[src/rtl/parser_pkg.sv]
// Shared definitions for the parser input path: default beat width, header field
// layout and the input-arbiter state encoding.
package parser_pkg;

    localparam int PARSER_DATA_W = 32;

    // Header word 0 carries {length, stream}, each 16-bit field stored little-endian.
    localparam int HDR_LEN_MSB    = 31;
    localparam int HDR_LEN_LSB    = 16;
    localparam int HDR_STREAM_MSB = 15;
    localparam int HDR_STREAM_LSB = 0;

    typedef enum logic {
        ARB_IDLE  = 1'b0,
        ARB_GRANT = 1'b1
    } arb_state_t;

    function automatic logic [15:0] bswap16(input logic [15:0] v);
        return {v[7:0], v[15:8]};
    endfunction

    function automatic logic [15:0] hdr_length(input logic [31:0] w0);
        return bswap16(w0[HDR_LEN_MSB:HDR_LEN_LSB]);
    endfunction

    function automatic logic [15:0] hdr_stream(input logic [31:0] w0);
        return bswap16(w0[HDR_STREAM_MSB:HDR_STREAM_LSB]);
    endfunction

endpackage

[src/rtl/parser_rr_pick.sv]
// Round-robin pick: first requester searching upward from ptr+1 (mod N_SRC),
// returned both one-hot and as an index.
module parser_rr_pick #(
    parameter int N_SRC = 4,
    parameter int IDX_W = $clog2(N_SRC)
) (
    input  logic [N_SRC-1:0] req,
    input  logic [IDX_W-1:0] ptr,
    output logic [N_SRC-1:0] win_onehot,
    output logic [IDX_W-1:0] win_idx,
    output logic             win_any
);

    logic [IDX_W-1:0] cand;

    always_comb begin
        win_onehot = '0;
        win_idx    = '0;
        win_any    = 1'b0;
        cand       = '0;
        for (int k = 1; k <= N_SRC; k++) begin
            cand = IDX_W'((int'(ptr) + k) % N_SRC);
            if (!win_any && req[cand]) begin
                win_any          = 1'b1;
                win_onehot[cand] = 1'b1;
                win_idx          = cand;
            end
        end
    end

endmodule

[src/rtl/parser_in_arb.sv]
// Packet-level round-robin arbiter sharing the parser input among N_SRC sources.
// Per-source completed-packet counters are built only with PARSER_ARB_PKTCNT_EN.
//
// state     | meaning
// ARB_IDLE  | no owner; pick next requester, grant on the following edge
// ARB_GRANT | owner holds the port until its last beat transfers
module parser_in_arb
    import parser_pkg::*;
#(
    parameter int N_SRC  = 4,
    parameter int DATA_W = PARSER_DATA_W,
    parameter int CNT_W  = 16
) (
    input  logic                    clk,
    input  logic                    reset,
    input  logic [N_SRC*DATA_W-1:0] srcData,
    input  logic [N_SRC-1:0]        srcData_val,
    input  logic [N_SRC-1:0]        srcData_last,
    output logic [N_SRC-1:0]        srcData_ready,
    output logic [DATA_W-1:0]       dataOut,
    output logic                    dataOut_val,
    output logic                    dataOut_last,
    input  logic                    dataOut_ready,
`ifdef PARSER_ARB_PKTCNT_EN
    output logic [N_SRC*CNT_W-1:0]  pktCount,
`endif
    output logic [N_SRC-1:0]        grant,
    output logic                    busy
);

    localparam int IDX_W = $clog2(N_SRC);

    arb_state_t       state_q, state_d;
    logic [N_SRC-1:0] grant_q, grant_d;
    logic [IDX_W-1:0] rr_ptr_q, rr_ptr_d;
    logic [N_SRC-1:0] pick_onehot;
    logic [IDX_W-1:0] pick_idx;
    logic             pick_any;
    logic             xfer_last;

    parser_rr_pick #(.N_SRC(N_SRC), .IDX_W(IDX_W)) u_pick (
        .req        (srcData_val),
        .ptr        (rr_ptr_q),
        .win_onehot (pick_onehot),
        .win_idx    (pick_idx),
        .win_any    (pick_any)
    );

    // grant_q is zero when idle, so the mux naturally drives zeros then.
    always_comb begin
        dataOut      = '0;
        dataOut_val  = 1'b0;
        dataOut_last = 1'b0;
        for (int i = 0; i < N_SRC; i++) begin
            if (grant_q[i]) begin
                dataOut      = srcData[i*DATA_W +: DATA_W];
                dataOut_val  = srcData_val[i];
                dataOut_last = srcData_last[i];
            end
        end
    end

    assign srcData_ready = grant_q & {N_SRC{dataOut_ready}};
    assign xfer_last     = dataOut_val & dataOut_ready & dataOut_last;

    always_comb begin
        state_d  = state_q;
        grant_d  = grant_q;
        rr_ptr_d = rr_ptr_q;
        case (state_q)
            ARB_IDLE: begin
                if (pick_any) begin
                    state_d  = ARB_GRANT;
                    grant_d  = pick_onehot;
                    rr_ptr_d = pick_idx;
                end
            end
            ARB_GRANT: begin
                if (xfer_last) begin
                    state_d = ARB_IDLE;
                    grant_d = '0;
                end
            end
            default: begin
                state_d = ARB_IDLE;
                grant_d = '0;
            end
        endcase
    end

    always_ff @(posedge clk or posedge reset) begin
        if (reset) begin
            state_q  <= ARB_IDLE;
            grant_q  <= '0;
            rr_ptr_q <= IDX_W'(N_SRC - 1);
        end else begin
            state_q  <= state_d;
            grant_q  <= grant_d;
            rr_ptr_q <= rr_ptr_d;
        end
    end

    assign grant = grant_q;
    assign busy  = (state_q == ARB_GRANT);

`ifdef PARSER_ARB_PKTCNT_EN
    logic [CNT_W-1:0] cnt_q [N_SRC];
    logic [CNT_W-1:0] cnt_d [N_SRC];

    always_comb begin
        for (int i = 0; i < N_SRC; i++) begin
            cnt_d[i] = cnt_q[i];
            if (xfer_last && grant_q[i]) begin
                cnt_d[i] = cnt_q[i] + 1'b1;
            end
        end
    end

    always_ff @(posedge clk or posedge reset) begin
        if (reset) begin
            for (int i = 0; i < N_SRC; i++) begin
                cnt_q[i] <= '0;
            end
        end else begin
            for (int i = 0; i < N_SRC; i++) begin
                cnt_q[i] <= cnt_d[i];
            end
        end
    end

    always_comb begin
        pktCount = '0;
        for (int i = 0; i < N_SRC; i++) begin
            pktCount[i*CNT_W +: CNT_W] = cnt_q[i];
        end
    end
`endif

endmodule

[config.mk]
export PLATFORM = sky130hd
export DESIGN_NAME = parser_in_arb
export DESIGN_NICKNAME = d
export VERILOG_FILES = /design/src/rtl/parser_pkg.sv /design/src/rtl/parser_rr_pick.sv /design/src/rtl/parser_in_arb.sv
export SDC_FILE = /design/constraint.sdc
export NUM_CORES = 1
export LEC_CHECK = 0
export ABC_AREA = 1
export BUFFER_PORTS_ARGS = -buffer_cell sky130_fd_sc_hd__buf_2
export CORE_ASPECT_RATIO = 1.75
export CORE_UTILIZATION = 37
export CTS_BUF_LIST = sky130_fd_sc_hd__clkbuf_4 sky130_fd_sc_hd__clkbuf_8
export CTS_CLUSTER_DIAMETER = 30
export CTS_CLUSTER_SIZE = 30
export DETAILED_ROUTE_END_ITERATION = 8
export GPL_ROUTABILITY_DRIVEN = 0
export MAX_ROUTING_LAYER = met4
export PLACE_DENSITY = 0.83
export SLEW_MARGIN = 20
export SYNTH_ARGS = -nofsm -noshare
export SYNTH_HDL_FRONTEND = slang
export SYNTH_SLANG_ARGS = --single-unit
[constraint.sdc]
create_clock -name clk -period 2.4 [get_ports clk]
set_clock_uncertainty 0.2 [all_clocks]
set_input_delay 0.24 -clock clk [delete_from_list [all_inputs] [get_ports clk]]
set_output_delay 0.24 -clock clk [all_outputs]
set_load 0.02 [all_outputs]
==> results of run 1 <==
-- layout make-up --
| type | count | area (um2) | area share [%] |
|---|---|---|---|
| Multi-Input combinational cell | 296 | 1480 | 51.8 |
| Timing Repair Buffer | 191 | 1010 | 35.3 |
| Sequential cell | 7 | 179 | 6.26 |
| Inverter | 20 | 77.6 | 2.71 |
| Tap cell | 52 | 65.1 | 2.28 |
| Clock buffer | 3 | 41.3 | 1.44 |
| Clock inverter | 1 | 5.00 | 0.175 |
-- cell families after synthesis --
family | after synthesis | synth area share (%)
AND/OR/NAND/NOR | 175 | 43.2
adder cells (fa/ha/maj) | 8 | 5.49
buffers and inverters | 41 | 8.99
flip-flops | 7 | 9.75
AO/OA/AOI/OAI | 113 | 32.5
-- routing by layer --
layer  track usage [%]  wire length, um
met5                 -                0
met4              6.67              106
met3              4.03              610
met2              50.5             3870
met1              27.0             2730
-- power breakdown --
part / switching, mW / internal, mW / leakage (nW)
Clock: 0.0533 / 0.113 / 0.0255
Combinational: 0.0658 / 0.0905 / 1.61
Sequential: 0 / 0.119 / 0.0836
-- cell usage after synthesis --
library cell	count	area, um2
buf_1	2	7.51
nand3_1	17	85.1
inv_1	16	60.1
nor2_2	1	6.26
nand3_2	1	10.0
nand2_2	10	62.6
nand3b_1	1	7.51
o21bai_4	1	18.8
a21boi_0	4	30.0
nand3_4	1	17.5
dfstp_2	2	52.6
buf_2	8	40.0
o21ai_0	48	240
o31a_1	1	8.76
dfrtp_1	5	125
nand2_4	4	45.0
nor2_8	1	20.0
nor2_1	2	7.51
nand2_1	132	495
inv_2	4	15.0
clkbuf_1	11	41.3
a21oi_1	40	200
ha_1	8	100
nand4_1	5	31.3
o21ai_1	19	95.1
-- how the worst max path moves through the flow --
stage                     slack (ps)                   end               startpoint  cells after the start
after floorplan                  210        busy$_DFF_PP0_  rr_ptr_q[1]$_DFFE_PP1P_                      8
after global placement           330  grant[3]$_DFFE_PP0P_  rr_ptr_q[1]$_DFFE_PP1P_                     10
after detailed placement         280  grant[3]$_DFFE_PP0P_  rr_ptr_q[0]$_DFFE_PP1P_                     10
after CTS                        170           dataOut[12]     grant[1]$_DFFE_PP0P_                      8
after global routing             100           dataOut[17]     grant[0]$_DFFE_PP0P_                      7
final                            270  grant[3]$_DFFE_PP0P_  rr_ptr_q[0]$_DFFE_PP1P_                     10
-- metrics by stage --
| stage | hold slack [ps] | power (mW) | instance area [um2] | utilization [%] | std cells |
|---|---|---|---|---|---|
| floorplan | -158 | 0.155 | 1820 | - | 344 |
| CTS | 290 | 0.442 | 2860 | 60.7 | 570 |
| finish | 288 | 0.441 | 2860 | 60.7 | 570 |
| global route | 307 | 0.465 | 2860 | 60.7 | 570 |
| detailed placement | -18.2 | 0.273 | 2800 | 59.5 | 565 |
| global placement | -20.6 | 0.271 | 2800 | 59.5 | 565 |
-- state kept, by name, indices dropped and copies added, names as in the netlist --
name and cells:
busy 1, rr_ptr_q 2, grant 4
-- worst max-delay path, cell delays in order, from the launching register on --
cell and delay, ps:
dfstp_2 530, inv_2 40, ha_1 350, inv_1 130, nand3_2 160, nand2_4 130
nor2_2 70, a21oi_1 150, nand3_1 130, nand2_1 90, nand2_1 50
-- layout by cell type (no fill, tap or decap), types with 2 or more instances in the layout --
cell and n:
clkbuf_8 3, a21boi_0 4, inv_1 16, buf_4 7, nand4_1 5, nand2_4 4
nand2_2 10, dfstp_2 2, buf_2 181, buf_12 2, dfrtp_1 4, inv_2 3
o21ai_0 48, o21ai_1 19, ha_1 8, nand2_1 132, a21oi_1 40, nand3_1 17
nor2_1 2
-- repair_timing --
action,in CTS,in global routing
hold endpoints to repair,5,0
hold buffers,1,0
setup endpoints to repair,0,5
gates resized for setup,0,2
==> impl_metrics.env, run 1 <==
export IMPL_rr_worst_depth=10
export IMPL_grt_overflow=0
export IMPL_diodes=0
export IMPL_rsz0062_at_grt="no"
export IMPL_start_util_pct=38.7
export IMPL_grt_start_max_net_pins=39
export IMPL_hp_class="in2async"
export IMPL_maxSlewHeadroom_pct=65.1
export IMPL_rr_startpoint="rr_ptr_q[0]$_DFFE_PP1P_"
export IMPL_wire_per_inst_um=12.8
export IMPL_fillers=462
export IMPL_pre_cts_slack_ps=284
export IMPL_p_leak_nw=1.72
export IMPL_setup_tns_ps=0
export IMPL_cp_max_fo=6
export IMPL_htree_num_levels=1
export IMPL_port_buffer_count=181
export IMPL_cp_end_kind="register"
export IMPL_synth_nets=491
export IMPL_die_w_um=55.1
export IMPL_drtIter0Drc=85
export IMPL_die_area_um2=5220
export IMPL_remaining_drc_errors=0
export IMPL_drt_pass1_iterations=4
export IMPL_cts_sinks=7
export IMPL_syn_cell_area_um2=1820
export IMPL_cts_buffers=3
export IMPL_drive_gt1_share_pct=42.5
export IMPL_synth_cell_types=25
export IMPL_clk_latency_ps=230
export IMPL_tightest_slew_ps=523
export IMPL_period_share_pct=88.8
export IMPL_vdd_ir_drop_max_mv=0.304
export IMPL_ios=182
export IMPL_clk_pin_slew_ps=40
export IMPL_routed_wl_um=7310
export IMPL_layout_nets=666
export IMPL_max_freq_ghz=0.469
export IMPL_postCtsSetupBuffers=0
export IMPL_grt_pass1_wl_um=10300
export IMPL_fin_ws_ps=268
export IMPL_yosys_warnings=0
export IMPL_status="completed"
export IMPL_r2r_end="grant[3]$_DFFE_PP0P_"
export IMPL_crit_type="reg2reg"
export IMPL_clockRootBuffer="clkbuf_8"
export IMPL_cts_tree="built"
export IMPL_num_vias=2884
export IMPL_cts_max_path_buffers=2
export IMPL_ys_ff_latch=7
export IMPL_grt_pass1_vias=2451
export IMPL_synth_cells=344
export IMPL_critPathRequiredTime_ps=2320
export IMPL_syn_to_final_growth_pct=56.8
export IMPL_hold_viol=0
export IMPL_rows=33
export IMPL_dp_hpwl_um=5750
export IMPL_p_per_area_nw_per_um2=154
export IMPL_antenna_left=0
export IMPL_core_area_um2=4710
export IMPL_viasPerCell=5.06
export IMPL_period_minus_slack_ps=2130
export IMPL_grt_usage_pct=26.8
export IMPL_antenna_found_initial=0
export IMPL_ys_seq_area_share_pct=9.75
export IMPL_cp_arrival_ps=2050
export IMPL_syn_area_per_cell_um2=5.30
export IMPL_rrSetupSlack_ps=270
export IMPL_drv_cap=0
export IMPL_start_kind="register"
export IMPL_finalSetupViolations=0
export IMPL_slew_viol_final=0
export IMPL_die_h_um=94.9
Power figures use the tool's default switching activity.
==> run 2, diff against run 1 <==
- ABC_AREA: 1 -> unset
- CORE_UTILIZATION: 37 -> 36
- REMOVE_ABC_BUFFERS: unset -> 1
==> impl_metrics.env, run 2 <==
export IMPL_slowest_stage="dfstp_2"
export IMPL_cp_arrival_ps=2470
export IMPL_maxSlewHeadroom_pct=65.7
export IMPL_r2r_end="grant[1]$_DFFE_PP0P_"
export IMPL_cts_tree="built"
export IMPL_drive_gt1_share_pct=49.5
export IMPL_layout_commonest_cell="buf_2"
export IMPL_remaining_drc_errors=0
export IMPL_antenna_left=0
export IMPL_wire_per_inst_um=13.5
export IMPL_postCtsSetupBuffers=0
export IMPL_synth_edf_count=0
export IMPL_pre_cts_slack_ps=-355
export IMPL_die_w_um=54.2
export IMPL_antenna_found_initial=0
export IMPL_diodes=0
export IMPL_start_kind="register"
export IMPL_die_area_um2=5060
export IMPL_whs_path_depth=2
export IMPL_cts_buffers=3
export IMPL_clockRootBuffer="clkbuf_8"
export IMPL_clk_latency_ps=240
export IMPL_rsz0062_at_grt="yes"
export IMPL_cp_max_fo=4
export IMPL_critPathRequiredTime_ps=2320
export IMPL_grt_pass1_vias=2377
export IMPL_p_leak_nw=1.44
export IMPL_grt_pass1_wl_um=9780
export IMPL_synth_common_cells="nor2_1 (38), o21ai_0 (35), a21oi_1 (33), a22oi_1 (33), nand2_1 (32)"
export IMPL_hold_viol=0
export IMPL_path_cells="inv_2 -> ha_4 -> mux4_2 -> or3_4 -> nor3_4 -> nor2_2 -> a22o_1"
export IMPL_max_freq_ghz=0.392
export IMPL_p_per_area_nw_per_um2=1180
export IMPL_ys_seq_area_share_pct=10.4
export IMPL_clk_pin_slew_ps=50
export IMPL_htree_num_levels=1
export IMPL_final_cell_mix="buf_2 (181), nor2_1 (38), o21ai_0 (34), a22oi_1 (33), a21oi_1 (33)"
export IMPL_rows=32
export IMPL_grt_overflow=0
export IMPL_synthAdderAreaFrac_pct=5.84
export IMPL_dominantRegCellSynth="dfrtp_1"
export IMPL_synth_compound_area_share_pct=44.9
export IMPL_vdd_ir_drop_max_mv=0.860
export IMPL_setup_tns_ps=-631
export IMPL_routed_wl_um=6590
export IMPL_cp_end_kind="register"
export IMPL_synth_top_family_by_area="compound AO/OA/AOI/OAI gates"
export IMPL_period_share_pct=106
export IMPL_grt_usage_pct=25.8
export IMPL_dp_hpwl_um=5160
export IMPL_drt_pass1_iterations=4
export IMPL_grt_start_max_net_pins=63
export IMPL_hp_start="dataOut_ready"
export IMPL_syn_cell_area_um2=1720
export IMPL_cts_sinks=7
export IMPL_period_minus_slack_ps=2550
export IMPL_ys_async_sr_fraction_pct=100
export IMPL_ios=182
export IMPL_synth_cell_types=37
export IMPL_syn_area_per_cell_um2=6.47
export IMPL_place_area_um2=2690
export IMPL_max_stage_delay_ps=540
export IMPL_drtIter0Drc=62
export IMPL_hp_class="in2reg"
export IMPL_synth_simple_gate_area_share_pct=23.6
export IMPL_largest_reg_flops=4
export IMPL_tightest_slew_ps=514
export IMPL_synth_mux_area_share_pct=6.86
export IMPL_synth_top_cell_by_area="a22oi_1"
export IMPL_rrSetupSlack_ps=-150
export IMPL_slew_viol_final=0
export IMPL_finalInstanceArea_um2=2770
export IMPL_ys_ff_latch=7
export IMPL_layout_nets=586
export IMPL_core_area_um2=4480
export IMPL_crit_type="reg2reg"
export IMPL_violations="setup timing"
export IMPL_status="finished, violations left"
export IMPL_drv_cap=0
export IMPL_whs_endpoint="busy$_DFF_PP0_"
export IMPL_viasPerCell=5.33
export IMPL_port_buffer_count=181
export IMPL_power_mw=3.26
export IMPL_synth_cells=265
export IMPL_start_util_pct=38.3
export IMPL_num_vias=2607
export IMPL_yosys_area_share_xor_xnor_pct=0.511
export IMPL_rr_startpoint="rr_ptr_q[0]$_DFFE_PP1P_"
export IMPL_rr_worst_depth=7
export IMPL_synth_area_leaders="a22oi_1 (14%), o21ai_0 (10%), a21oi_1 (9.6%), nor2_1 (8.3%), dfrtp_1 (7.3%)"
export IMPL_yosysMostFrequentCell="nor2_1"
export IMPL_synth_top_area_share_pct=14.4
export IMPL_yosys_warnings=0
export IMPL_syn_to_final_growth_pct=61.6
export IMPL_fin_ws_ps=-148
export IMPL_finalSetupViolations=5
export IMPL_cts_max_path_buffers=2
export IMPL_die_h_um=93.3
==> run 2: cell count changes after synthesis, sizes merged, moves of 10 or more <==
| cell | change |
|---|---|
| nand2 | -114 |
| nor2 | +35 |
| a22oi | +33 |
| o21ai | -32 |
| nand3 | -19 |
| inv | -15 |
| clkbuf | +10 |
==> run 2: power by group <==
group	total (mW)	switching, mW	internal [mW]
clock network	0.187	0.0605	0.127
registers	0.258	0.0773	0.181
logic	2.81	1.70	1.11
total	3.26	1.84	1.42
==> run 2: kinds of logic (layout without fill, tap and decap cells) <==
| group | count (synthesis) | count (layout) |
|---|---|---|
| multiplexers | 6 | 6 |
| buffers and inverters | 32 | 205 |
| AO/OA/AOI/OAI | 122 | 122 |
| flip-flops | 7 | 7 |
| AND/OR/NAND/NOR | 89 | 89 |
| adder cells (fa/ha/maj) | 8 | 8 |
| XOR/XNOR | 1 | 1 |
==> run 2: metal layers <==
| metal | global-route usage, % | up-vias | routed length [um] |
|---|---|---|---|
| met4 | 7.91 | 0 | 137 |
| li1 | - | 1323 | - |
| met2 | 47.7 | 111 | 3620 |
| met5 | - | - | 0 |
| met3 | 4.39 | 14 | 454 |
| met1 | 25.7 | 1159 | 2380 |
==> run 2: metrics by stage <==
stage	instances	hold WS [ps]	utilization, %
2_1_floorplan	238	-158	-
3_3_place_gp	484	-16.4	60.0
3_5_place_dp	484	-15.7	60.0
4_1_cts	489	87.8	61.6
5_1_grt	489	115	61.8
6_report	489	135	61.8
==> run 2: cell type report <==
type	instances	area, um2
Fill cell	441	1710
Multi-Input combinational cell	226	1420
Timing Repair Buffer	196	1040
Sequential cell	7	180
Tap cell	51	63.8
Clock buffer	4	48.8
Inverter	5	18.8
==> run 2: worst max-delay path by stage <==
stage	start	to	depth (start not counted)
5_1_grt	rr_ptr_q[0]$_DFFE_PP1P_	grant[1]$_DFFE_PP0P_	7
3_5_place_dp	rr_ptr_q[0]$_DFFE_PP1P_	grant[2]$_DFFE_PP0P_	7
2_1_floorplan	grant[1]$_DFFE_PP0P_	dataOut[0]	5
3_3_place_gp	rr_ptr_q[0]$_DFFE_PP1P_	grant[1]$_DFFE_PP0P_	7
6_report	rr_ptr_q[0]$_DFFE_PP1P_	grant[1]$_DFFE_PP0P_	7
4_1_cts	rr_ptr_q[0]$_DFFE_PP1P_	grant[1]$_DFFE_PP0P_	7
==> run 2: repair_timing <==
item,CTS,global route
resized for setup,5,3
endpoints found under the setup margin,6,6
hold buffers,1,0
pin swaps,4,0
hold endpoints to repair,7,0
==> run 2: worst max-delay path: cells and delay by family, from the launching register on <==
kind / cells / cell delay, ps
AND/OR/NAND/NOR: 3 / 660
flip-flops: 1 / 540
multiplexers: 1 / 500
adder cells (fa/ha/maj): 1 / 260
AO/OA/AOI/OAI: 1 / 210
buffers and inverters: 1 / 50
==> run 3, diff against run 2 <==
==> constraint.sdc (replaced) <==
create_clock -name clk -period 2.4 [get_ports clk]
set_clock_uncertainty 0.2 [all_clocks]
set_input_delay 0.24 -clock clk [delete_from_list [all_inputs] [get_ports clk]]
set_output_delay 0.24 -clock clk [all_outputs]
set_load 0.05 [all_outputs]
==> impl_metrics.env, run 3 (synthesis results as in run 2) <==
export IMPL_hp_class="in2reg"
export IMPL_core_area_um2=4480
export IMPL_ios=182
export IMPL_layout_commonest_cell="buf_2"
export IMPL_cp_end_kind="register"
export IMPL_cp_arrival_ps=2490
export IMPL_fillers=439
export IMPL_drt_pass1_iterations=5
export IMPL_largest_reg_flops=4
export IMPL_p_int_mw=1.47
export IMPL_slew_viol_final=0
export IMPL_cp_max_fo=4
export IMPL_path_cells="inv_2 -> ha_4 -> mux4_2 -> or3_4 -> nor3_4 -> nor2_2 -> a22o_1"
export IMPL_routed_wl_um=6570
export IMPL_cp_top_family="simple AND/OR/NAND/NOR gates"
export IMPL_viasPerCell=5.36
export IMPL_rr_startpoint="rr_ptr_q[0]$_DFFE_PP1P_"
export IMPL_drive_gt1_share_pct=50.0
export IMPL_drv_cap=0
export IMPL_switchingPower_mw=2.78
export IMPL_clk_pin_slew_ps=50
export IMPL_max_freq_ghz=0.389
export IMPL_remaining_drc_errors=0
export IMPL_syn_to_final_growth_pct=64.0
export IMPL_wire_per_inst_um=13.4
export IMPL_dp_hpwl_um=5010
export IMPL_maxSlewHeadroom_pct=65.5
export IMPL_p_per_area_nw_per_um2=1510
export IMPL_port_buffer_count=181
export IMPL_num_vias=2619
export IMPL_path_depth=7
export IMPL_rr_worst_depth=7
export IMPL_p_leak_nw=1.44
export IMPL_die_area_um2=5060
export IMPL_seqPwrFrac_pct=6.5
export IMPL_tightest_slew_ps=518
export IMPL_cts_max_path_buffers=2
export IMPL_die_w_um=54.2
export IMPL_grt_usage_pct=25.0
export IMPL_cts_tree="built"
export IMPL_clockRootBuffer="clkbuf_8"
export IMPL_r2r_end="grant[1]$_DFFE_PP0P_"
export IMPL_postLayoutCoreUtil_pct=62.7
export IMPL_violations="setup timing"
export IMPL_slowest_stage="dfstp_2"
export IMPL_power_frac_clock_pct=4.4
export IMPL_rows=32
export IMPL_layout_nets=586
export IMPL_diodes=0
export IMPL_period_minus_slack_ps=2570
export IMPL_power_mw=4.25
export IMPL_start_kind="register"
export IMPL_max_stage_delay_ps=540
export IMPL_final_cell_mix="buf_2 (177), nor2_1 (38), o21ai_0 (35), a22oi_1 (33), a21oi_1 (33)"
export IMPL_antenna_found_initial=0
export IMPL_critPathRequiredTime_ps=2310
export IMPL_drtIter0Drc=69
export IMPL_antenna_left=0
export IMPL_grt_pass1_vias=2219
export IMPL_start_util_pct=38.3
export IMPL_whs_ps=106
export IMPL_cts_sinks=7
export IMPL_htree_num_levels=1
export IMPL_period_share_pct=107
export IMPL_critPathLaunch="rr_ptr_q[0]$_DFFE_PP1P_"
export IMPL_crit_type="reg2reg"
export IMPL_clk_latency_ps=240
export IMPL_grt_start_max_net_pins=65
export IMPL_status="finished, violations left"
export IMPL_rrSetupSlack_ps=-170
export IMPL_whs_path_depth=2
export IMPL_dp_cells=483
export IMPL_whs_endpoint="busy$_DFF_PP0_"
export IMPL_grt_overflow=0
export IMPL_fin_ws_ps=-172
export IMPL_die_h_um=93.3
export IMPL_hp_start="dataOut_ready"
export IMPL_stdcell_count=489
export IMPL_critPathBufInv=1
export IMPL_vdd_ir_drop_max_mv=1.07
export IMPL_swShare_pct=65.4
export IMPL_rsz0062_at_grt="yes"
export IMPL_pwr_share_comb_pct=89.1
export IMPL_grt_pass1_wl_um=9550
export IMPL_hold_viol=0
export IMPL_cts_buffers=3
export IMPL_finalSetupViolations=5
## run 3: cell count changes in the layout (fill, tap and decap cells not counted), sizes merged
cell / previous run / this run
buf: 195 / 191
clkbuf: 4 / 8
## run 3: worst max-delay path by stage
stage,end,slack (ps)
2_1_floorplan,dataOut[0],-1690
3_3_place_gp,grant[1]$_DFFE_PP0P_,-270
3_5_place_dp,grant[3]$_DFFE_PP0P_,-310
4_1_cts,grant[1]$_DFFE_PP0P_,-160
5_1_grt,grant[1]$_DFFE_PP0P_,-230
6_report,grant[1]$_DFFE_PP0P_,-170
## run 3: final cells by class
cell class              instances  area [um2]  share of cell area [%]
inverters                       5        18.8                   0.667
clock buffers                   4        48.8                    1.73
flip-flops and latches          7         180                    6.41
repair buffers                196        1060                    37.7
multi-input cells             226        1440                    51.2
well taps                      51        63.8                    2.27
## run 3: timing repair
action | 4_1_cts | 5_1_grt
endpoints found under the hold margin | 5 | 0
cloned | 0 | 0
buffers inserted | 1 | 0
gates resized for setup | 7 | 7
pin swaps | 6 | 3
setup endpoints to repair | 6 | 21
hold buffers | 1 | 0
## run 3: stage by stage
step                      setup WS [ps]  setup TNS, ps  area [um2]
after floorplan                   -1690         -62900        1600
after global placement             -272          -1240        2700
after detailed placement           -314          -1470        2700
after CTS                          -162           -636        2790
after global routing               -232          -1050        2810
final                              -172           -709        2810
## run 3: per-layer routing
layer	up-vias	global-route usage, %	wire, um
met3	22	3.09	470
li1	1323	-	-
met1	1148	26.3	2390
met4	0	7.48	173
met5	-	-	0
met2	126	45.8	3540
## run 3: power groups by stage
stage | logic, mW | clock network [mW] | registers [mW]
finish | 3.79 | 0.186 | 0.276
global route | 4.09 | 0.191 | 0.288
CTS | 3.76 | 0.186 | 0.271
detailed placement | 3.64 | 0 | 0.266
global placement | 3.59 | 0 | 0.265
floorplan | 2.42 | 0 | 0.543
